`config.mk`:
```
export PLATFORM = sky130hd
export DESIGN_NAME = intctl_multi_flat
export DESIGN_NICKNAME = d
export VERILOG_FILES = /design/src/rtl/intctl_multi_if.sv /design/src/rtl/intctl_multi.sv /design/src/flat_wrapper.sv
export SDC_FILE = /design/constraint.sdc
export NUM_CORES = 1
export LEC_CHECK = 0
export ABC_CLOCK_PERIOD_IN_PS = 2100
export CAP_MARGIN = 20
export CORE_UTILIZATION = 34
export DETAILED_ROUTE_END_ITERATION = 8
export PLACE_DENSITY = 0.67
export SKIP_CTS_REPAIR_TIMING = 1
export SYNTH_ARGS = -nofsm -noshare
export SYNTH_HDL_FRONTEND = slang
export SYNTH_SLANG_ARGS = --single-unit
```
`constraint.sdc`:
```
create_clock -name CLOCK -period 2.1 [get_ports CLOCK]
set_clock_uncertainty 0.2 [all_clocks]
set_input_delay 0.42 -clock CLOCK [delete_from_list [all_inputs] [get_ports CLOCK]]
set_output_delay 0.42 -clock CLOCK [all_outputs]
set_load 0.02 [all_outputs]
```
`src/rtl/intctl_multi_if.sv`:
```
// Unibus side of the interrupt requester: arbitration lines and vector data bus.
interface intctl_multi_if;
    logic        bbsy_in_h;
    logic        bg_in_l;
    logic        init_in_h;
    logic        syn_msyn_in_h;
    logic        syn_ssyn_in_h;
    logic        bbsy_out_h;
    logic        br_out_h;
    logic        intr_out_h;
    logic        sack_out_h;
    logic [15:0] d_out_h;

    modport master (
        input  bbsy_in_h, bg_in_l, init_in_h, syn_msyn_in_h, syn_ssyn_in_h,
        output bbsy_out_h, br_out_h, intr_out_h, sack_out_h, d_out_h
    );

    modport slave (
        output bbsy_in_h, bg_in_l, init_in_h, syn_msyn_in_h, syn_ssyn_in_h,
        input  bbsy_out_h, br_out_h, intr_out_h, sack_out_h, d_out_h
    );
endinterface

```
`src/rtl/intctl_multi.sv`:
```
// Single-level Unibus interrupt requester shared by NCHAN channels.
// Define INTCTL_MULTI_RR_EN for round-robin arbitration; fixed priority (lowest index) otherwise.
module intctl_multi #(
    parameter int NCHAN    = 4,
    parameter int DEGLITCH = 4,
    parameter int TIMEOUT  = 255
) (
    input  logic               CLOCK,
    input  logic               RESET,
    input  logic [8*NCHAN-1:0] intvecs,
    intctl_multi_if.master     bus,
    output logic [NCHAN-1:0]   intack_out_h,
    output logic               tmo_out_h
);
    localparam int IDXW = (NCHAN > 1) ? $clog2(NCHAN) : 1;
    localparam int DGW  = $clog2(DEGLITCH) + 1;
    localparam int TMW  = $clog2(TIMEOUT) + 1;

    typedef enum logic [1:0] {S_IDLE, S_REQ, S_SACK, S_INTR} state_e;

    state_e           state_q, state_d;
    logic [DGW-1:0]   dg_cnt_q, dg_cnt_d;
    logic [TMW-1:0]   tmo_cnt_q, tmo_cnt_d;
    logic [IDXW-1:0]  win_q, win_d;
    logic             br_q, br_d, sack_q, sack_d, bbsy_q, bbsy_d, intr_q, intr_d;
    logic [15:0]      d_q, d_d;
    logic [NCHAN-1:0] ack_q, ack_d;
    logic             tmo_q, tmo_d;

    logic [NCHAN-1:0] req;
    logic             any_req, bus_free, pick_ok;
    logic [IDXW-1:0]  pick;
    logic [7:0]       pick_vec;

    // Vector bit0 set means the channel has nothing pending.
    always_comb begin
        req = '0;
        for (int k = 0; k < NCHAN; k++) req[k] = ~intvecs[8*k];
    end

    assign any_req  = |req;
    assign bus_free = ~bus.bbsy_in_h & bus.bg_in_l & ~bus.syn_msyn_in_h & ~bus.syn_ssyn_in_h;

`ifdef INTCTL_MULTI_RR_EN
    logic [IDXW-1:0] ptr_q, ptr_d;
    logic [IDXW-1:0] scan;

    always_comb begin
        pick_ok = 1'b0;
        pick    = '0;
        scan    = ptr_q;
        for (int k = 0; k < NCHAN; k++) begin
            if (!pick_ok && req[scan]) begin
                pick_ok = 1'b1;
                pick    = scan;
            end
            scan = (scan == IDXW'(NCHAN - 1)) ? '0 : scan + 1'b1;
        end
    end
`else
    always_comb begin
        pick_ok = 1'b0;
        pick    = '0;
        for (int k = NCHAN - 1; k >= 0; k--) begin
            if (req[k]) begin
                pick_ok = 1'b1;
                pick    = IDXW'(k);
            end
        end
    end
`endif

    always_comb begin
        pick_vec = 8'h00;
        for (int k = 0; k < NCHAN; k++)
            if (pick == IDXW'(k)) pick_vec = intvecs[8*k +: 8];
    end

    always_comb begin
        state_d   = state_q;
        dg_cnt_d  = dg_cnt_q;
        tmo_cnt_d = tmo_cnt_q;
        win_d     = win_q;
        br_d      = br_q;
        sack_d    = sack_q;
        bbsy_d    = bbsy_q;
        intr_d    = intr_q;
        d_d       = d_q;
        ack_d     = '0;
        tmo_d     = 1'b0;
`ifdef INTCTL_MULTI_RR_EN
        ptr_d     = ptr_q;
`endif
        case (state_q)
            S_IDLE: begin
                // A low grant here belongs to someone downstream; don't raise BR into it.
                if (any_req && bus.bg_in_l) begin
                    state_d  = S_REQ;
                    br_d     = 1'b1;
                    dg_cnt_d = '0;
                end
            end
            S_REQ: begin
                if (bus.bg_in_l) begin
                    dg_cnt_d = '0;
                    if (!any_req) begin
                        br_d    = 1'b0;
                        state_d = S_IDLE;
                    end
                end else if (dg_cnt_q != DGW'(DEGLITCH)) begin
                    dg_cnt_d = dg_cnt_q + 1'b1;
                end else begin
                    br_d     = 1'b0;
                    sack_d   = 1'b1;
                    dg_cnt_d = '0;
                    state_d  = S_SACK;
                end
            end
            S_SACK: begin
                if (bus_free) begin
                    sack_d = 1'b0;
                    if (pick_ok) begin
                        win_d     = pick;
                        bbsy_d    = 1'b1;
                        intr_d    = 1'b1;
                        d_d       = {8'h00, pick_vec & 8'hFC};
                        tmo_cnt_d = '0;
                        state_d   = S_INTR;
                    end else begin
                        state_d = S_IDLE;
                    end
                end
            end
            S_INTR: begin
                if (bus.syn_ssyn_in_h || tmo_cnt_q == TMW'(TIMEOUT)) begin
                    bbsy_d  = 1'b0;
                    intr_d  = 1'b0;
                    d_d     = '0;
                    state_d = S_IDLE;
                    if (bus.syn_ssyn_in_h) begin
                        for (int k = 0; k < NCHAN; k++) ack_d[k] = (win_q == IDXW'(k));
`ifdef INTCTL_MULTI_RR_EN
                        ptr_d = (win_q == IDXW'(NCHAN - 1)) ? '0 : win_q + 1'b1;
`endif
                    end else begin
                        tmo_d = 1'b1;
                    end
                end else begin
                    tmo_cnt_d = tmo_cnt_q + 1'b1;
                end
            end
            default: state_d = S_IDLE;
        endcase
    end

    always_ff @(posedge CLOCK) begin
        if (RESET || bus.init_in_h) begin
            state_q   <= S_IDLE;
            dg_cnt_q  <= '0;
            tmo_cnt_q <= '0;
            win_q     <= '0;
            br_q      <= 1'b0;
            sack_q    <= 1'b0;
            bbsy_q    <= 1'b0;
            intr_q    <= 1'b0;
            d_q       <= '0;
            ack_q     <= '0;
            tmo_q     <= 1'b0;
`ifdef INTCTL_MULTI_RR_EN
            ptr_q     <= '0;
`endif
        end else begin
            state_q   <= state_d;
            dg_cnt_q  <= dg_cnt_d;
            tmo_cnt_q <= tmo_cnt_d;
            win_q     <= win_d;
            br_q      <= br_d;
            sack_q    <= sack_d;
            bbsy_q    <= bbsy_d;
            intr_q    <= intr_d;
            d_q       <= d_d;
            ack_q     <= ack_d;
            tmo_q     <= tmo_d;
`ifdef INTCTL_MULTI_RR_EN
            ptr_q     <= ptr_d;
`endif
        end
    end

    assign bus.br_out_h   = br_q;
    assign bus.sack_out_h = sack_q;
    assign bus.bbsy_out_h = bbsy_q;
    assign bus.intr_out_h = intr_q;
    assign bus.d_out_h    = d_q;
    assign intack_out_h   = ack_q;
    assign tmo_out_h      = tmo_q;
endmodule

```
`src/flat_wrapper.sv`:
```
// flat-port wrapper written by rule: the top's interface ports become plain ports
module intctl_multi_flat 
#(
    parameter int NCHAN    = 4,
    parameter int DEGLITCH = 4,
    parameter int TIMEOUT  = 255
)
  (CLOCK, RESET, intvecs, intack_out_h, tmo_out_h, bus_bbsy_in_h, bus_bg_in_l, bus_init_in_h, bus_syn_msyn_in_h, bus_syn_ssyn_in_h, bus_bbsy_out_h, bus_br_out_h, bus_intr_out_h, bus_sack_out_h, bus_d_out_h);
  intctl_multi_if bus_i ();
  input  logic CLOCK;
  input  logic RESET;
  input  logic [8*NCHAN-1:0] intvecs;
  output logic [NCHAN-1:0] intack_out_h;
  output logic tmo_out_h;
  input wire logic [$bits(bus_i.bbsy_in_h)-1:0] bus_bbsy_in_h;
  input wire logic [$bits(bus_i.bg_in_l)-1:0] bus_bg_in_l;
  input wire logic [$bits(bus_i.init_in_h)-1:0] bus_init_in_h;
  input wire logic [$bits(bus_i.syn_msyn_in_h)-1:0] bus_syn_msyn_in_h;
  input wire logic [$bits(bus_i.syn_ssyn_in_h)-1:0] bus_syn_ssyn_in_h;
  output wire logic [$bits(bus_i.bbsy_out_h)-1:0] bus_bbsy_out_h;
  output wire logic [$bits(bus_i.br_out_h)-1:0] bus_br_out_h;
  output wire logic [$bits(bus_i.intr_out_h)-1:0] bus_intr_out_h;
  output wire logic [$bits(bus_i.sack_out_h)-1:0] bus_sack_out_h;
  output wire logic [$bits(bus_i.d_out_h)-1:0] bus_d_out_h;
  assign bus_i.bbsy_in_h = bus_bbsy_in_h;
  assign bus_i.bg_in_l = bus_bg_in_l;
  assign bus_i.init_in_h = bus_init_in_h;
  assign bus_i.syn_msyn_in_h = bus_syn_msyn_in_h;
  assign bus_i.syn_ssyn_in_h = bus_syn_ssyn_in_h;
  assign bus_bbsy_out_h = bus_i.bbsy_out_h;
  assign bus_br_out_h = bus_i.br_out_h;
  assign bus_intr_out_h = bus_i.intr_out_h;
  assign bus_sack_out_h = bus_i.sack_out_h;
  assign bus_d_out_h = bus_i.d_out_h;
  intctl_multi #(.NCHAN(NCHAN), .DEGLITCH(DEGLITCH), .TIMEOUT(TIMEOUT)) u_core (.CLOCK(CLOCK), .RESET(RESET), .intvecs(intvecs), .bus(bus_i), .intack_out_h(intack_out_h), .tmo_out_h(tmo_out_h));
endmodule
```
Word-level counts from Yosys, hierarchy flattened
Cells that the tools add are included.

storage, ports and cells
  memory bits (read-only) = 0
  flip-flop bits (word level) = 40
  input bits = 39
  memory bits (writable) = 0
  word-level logic and storage cells = 109
  output and inout bits = 25
  memories = 0
  bits in latches = 0

operators by class
  $mul = 0
  equal/unequal tests = 20
  reduce and logical (&&, ||, !) cells = 19
  bitwise logic cells = 12
  div/mod/pow operators = 0
  $lt $le $gt $ge = 0
  shifts and indexed selects = 0
  multiplexer cells = 46
  $add $sub $neg = 2

operator list
  cell                 count
  $mux 16              3
  $mux 8               4
  $pmux 16 s2          1
  $mux 9               3
  $mux 2               11
  $pmux 9 s2           1
  $reduce_and 4->1     4
  $mux 1               15
  $eq 2x2->1 const B   6
  $add 9x1->9 const B  1
  $eq 9x8->1 const B   1
  $mux 3               3
  $ne 3x3->1 const B   3
  $not 1->1            9
  $ne 2x1->1 const B   4
  $pmux 2 s4           1
  $reduce_or 4->1      2
  $eq 2x1->1 const B   3
  $logic_not 2->1      3
  $ne 2x2->1 const B   3
  $pmux 1 s2           3
  $pmux 3 s2           1
  $reduce_bool 2->1    3
  $reduce_and 5->1     1
  other kinds (7)      10

Logic depth before layout (Yosys ltp)
  word-level depth = 12
  mapped depth = 9
  mapped depth without buffers = 8

Least setup slack after synthesis
No wires, ideal clock.

  path type = flip-flop to flip-flop
  start point = reg u_core.tmo_cnt_q[0]
  end point = reg u_core.tmo_cnt_q[2]
  path buffers = 1
  setup time = 0.070 ns
  cell stages (with the launch flop) = 10
  clock period less this slack = 2.079 ns
  data required time = 1.830 ns
  arrival time = 1.809 ns
  path slack = 0.021 ns
  path through = dfxtp_1 ha_1 nand3_1 nor2_1 ha_1 nor3b_2 o221ai_2 buf_2 or3_1 a21oi_1

on the way
  word-level cells in the longest chain between the ends = 4
  elaborated cells between the ends (all ways) = 7
  those cells by class = add/sub (1); eq/ne (2); mux (2); reduce/logical (2)

ends and longest elaborated chain
  element                                              line                 text
  start, declared                                      intctl_multi.sv:23   logic [TMW-1:0] tmo_cnt_q, tmo_cnt_d;
  start signal, assigned                               intctl_multi.sv:175  tmo_cnt_q <= tmo_cnt_d;
  branches (longest 4 deep; another with $add 9x1->9)  --

Several ways; the timed one is not identified. The select of a mux whose other input is x is not followed.
A chain may end at the register's enable or synchronous reset.

Worst setup path in the final report
  start point = reg u_core.tmo_cnt_q[4]
  end point = reg u_core.tmo_cnt_q[5]

The elaborated chain is that of the path after synthesis.

==> results.yml <==
cts:
  cts_root_buffer: "clkbuf_8"
  clk_pin_slew_ns: 0.07
  cts_tree: "done"
  clock_latency_ns: 0.27
  cts.sinks: 30
  numCtsBuffers: 5
  h-tree-depth: 2
  cts.path.max_buffers: 2
setup_path:
  rrSetupSlack_ns: -0.07
  crit_fanout: 6
  path_class: "flip-flop to flip-flop"
  cp_data_arrival_time_ns: 2.13
  cp.required_ns: 2.06
  cp-start-kind: "flip-flop"
  r2r_cells: 9
  cp-startpoint: "u_core.tmo_cnt_q[4]"
  end_kind: "flip-flop"
  reg2reg_to: "u_core.tmo_cnt_q[5]"
  rr_startpoint: "u_core.tmo_cnt_q[4]"
sta:
  fin_crit_ns: 2.17
  post-route-worst-setup-slack_ns: -0.0717
  layout_worst_path_cycle_share: 1.03
  hold_slack_ns: 0.259
  final-setup-viol-count: 3
  hold_viol: 0
  rsz0062_at_grt: "true"
  slew_viol_final: 0
  maxClockFrequency_mhz: 460
synthesis:
  synth_most_common_cell: "dfxtp_1"
  syn_inst: 205
  synth_commonest_cells: "dfxtp_1 (30), a21oi_1 (25), o21ai_0 (18)"
  yosysTopAreaCell: "dfxtp_1"
  netlist_area_sq_um: 1630
  netlist.area_leader.share: 0.368
  yosysSeqAreaShare: 0.368
  synth_area_leaders: "dfxtp_1 (37%), a21oi_1 (7.7%), buf_4 (6.0%), o21ai_0 (5.5%), nand3_1 (3.7%)"
  synth_edf_count: 0
  yosysWarnings: 0
  async_reset_ff_frac: 0
  postSynthAreaPerCell_sq_um: 7.97
  synthFlopType: "dfxtp_1"
  ys_ff_latch: 30
  yosysUniqueCellTypes: 39
drt:
  drt_iter0_drc: 85
  drt_wl_total_microns: 4320
  firstDrtPassIters: 6
  drc_errors: 6
  via_count: 1694
  vias_per_cell: 5.01
  route.antenna.remaining_nets: 0
  avgRoutedWirePerCell_microns: 12.8
power:
  total_leakage_power_nw: 0.925
  p_total_mw: 1.33
  power_density_nw_per_um2: 516
  ir_drop_uv: 460
global_routing:
  grt_pass1_vias: 1478
  grt_antenna_before_repair: 0
  gr-usage-all-layers: 0.166
  grt_overflow: 0
  grt_max_degree: 16
  grt_pass1_wl_microns: 6650
floorplan:
  die_w_microns: 71.3
  io-pin-count: 64
  die_area_sq_um: 5090
  core_sq_um: 4470
  start_util: 0.365
  rows: 24
  die_h_microns: 71.3
cells_and_area:
  area.sequential_sq_um: 604
  multi_input_area_sq_um: 971
  n_antenna_cell: 0
  drive_gt1_frac: 0.224
  nFillCells: 410
  layout.nets: 328
  utilization: 0.576
  stdcell_area_sq_um: 2570
  fin_cells: 338
  synthToLayoutAreaGrowth_pct: 57.6
placed_design:
  gp_congestion: 0.822
  place_inst: 325
  placed_area_sq_um: 2330
  io_buffer_count: 49
  place_hpwl_microns: 3030
worst_hold_path:
  min_path_type: "flip-flop to flip-flop"
  min_from: "u_core.bus.d_out_h[5]"
  hold_end: "u_core.bus.d_out_h[5]"
  hold_depth: 2
outcome:
  violations: "DRC, setup timing"
  outcome: "complete, but fails checks"
job:
  drv_cap: 0
==> final cells by class <==
| type | instances | share of cell area |
|---|---|---|
| timing repair buffer | 86 | 0.299 |
| multi-input combinational | 147 | 0.377 |
| tap | 52 | 0.0253 |
| clock inverter | 3 | 0.0155 |
| sequential | 30 | 0.235 |
| inverter | 15 | 0.0219 |
| clock buffer | 5 | 0.0267 |
==> worst max path at each step <==
stage                     cells past startpoint                     to  slack [ns]
after floorplan                               9    u_core.tmo_cnt_q[2]        0.02
after global placement                        7  u_core.bus.d_out_h[5]       -0.37
after detailed placement                      6    u_core.tmo_cnt_q[4]       -0.36
after CTS                                     9  u_core.bus.d_out_h[2]       -0.21
after global routing                          9    u_core.tmo_cnt_q[5]       -0.16
final                                         9    u_core.tmo_cnt_q[5]       -0.07
==> sequential cells by signal, indices dropped and copies added (netlist names) <==
register               count
u_core.bus.bbsy_out_h      1
u_core.bus.br_out_h        1
u_core.bus.d_out_h         6
u_core.bus.sack_out_h      1
u_core.dg_cnt_q            3
u_core.intack_out_h        4
u_core.state_q             2
u_core.tmo_cnt_q           9
u_core.tmo_out_h           1
u_core.win_q               2
==> through the flow <==
step / setup slack (ns) / setup TNS (ns)
6_report: -0.0717 / -0.142
5_1_grt: -0.160 / -0.670
4_1_cts: -0.213 / -2.07
3_5_place_dp: -0.362 / -5.22
3_3_place_gp: -0.368 / -4.99
2_1_floorplan: 0.0211 / 0
==> report_power, final <==
part           switching [mW]  internal (mW)
logic                  0.0864          0.104
registers             0.00286          0.571
clock network           0.215          0.349
total                   0.304           1.02
==> metal layers <==
layer  track usage  routed length, microns  vias to the layer above
met2         0.277                    2230                       34
met3        0.0450                     196                        2
met1         0.211                    1880                      779
met4        0.0467                      16                        0
met5             0                       0                        -
li1              -                       -                      879
==> placed cells by master, fill, tap and decap left out, types with 2 or more instances in the layout <==
cell type	count
a211oi_1	2
a21oi_1	24
a31oi_1	6
buf_4	35
clkbuf_8	5
clkdlybuf4s50_1	49
clkinv_2	2
conb_1	10
dfxtp_1	27
dfxtp_2	3
ha_1	2
ha_4	2
inv_1	15
nand2_1	7
nand2b_1	9
nand3_1	11
nand4_1	2
nor2_1	10
nor3_1	6
o21ai_0	16
o21ai_1	2
o31ai_1	3
o32ai_1	6
or2_2	2
or3_1	4
==> logic make-up after synthesis <==
kind of cell             after synthesis  share of synthesized area
flip-flops                            30                      0.368
multiplexers                           1                    0.00689
adder cells (fa/ha/maj)                4                     0.0306
AO/OA/AOI/OAI                         68                      0.253
AND/OR/NAND/NOR                       64                      0.224
other                                  1                    0.00229
buffers and inverters                 37                      0.116
==> critical path, cell delays in order, from the launching register on <==
cell	delay, ns
dfxtp_2	0.33
and3_4	0.19
nand2_4	0.08
nor2_4	0.04
ha_4	0.16
nor3b_4	0.25
o221ai_4	0.17
buf_6	0.16
o31ai_1	0.37
a21oi_2	0.10
Power figures use the tool's default switching activity.
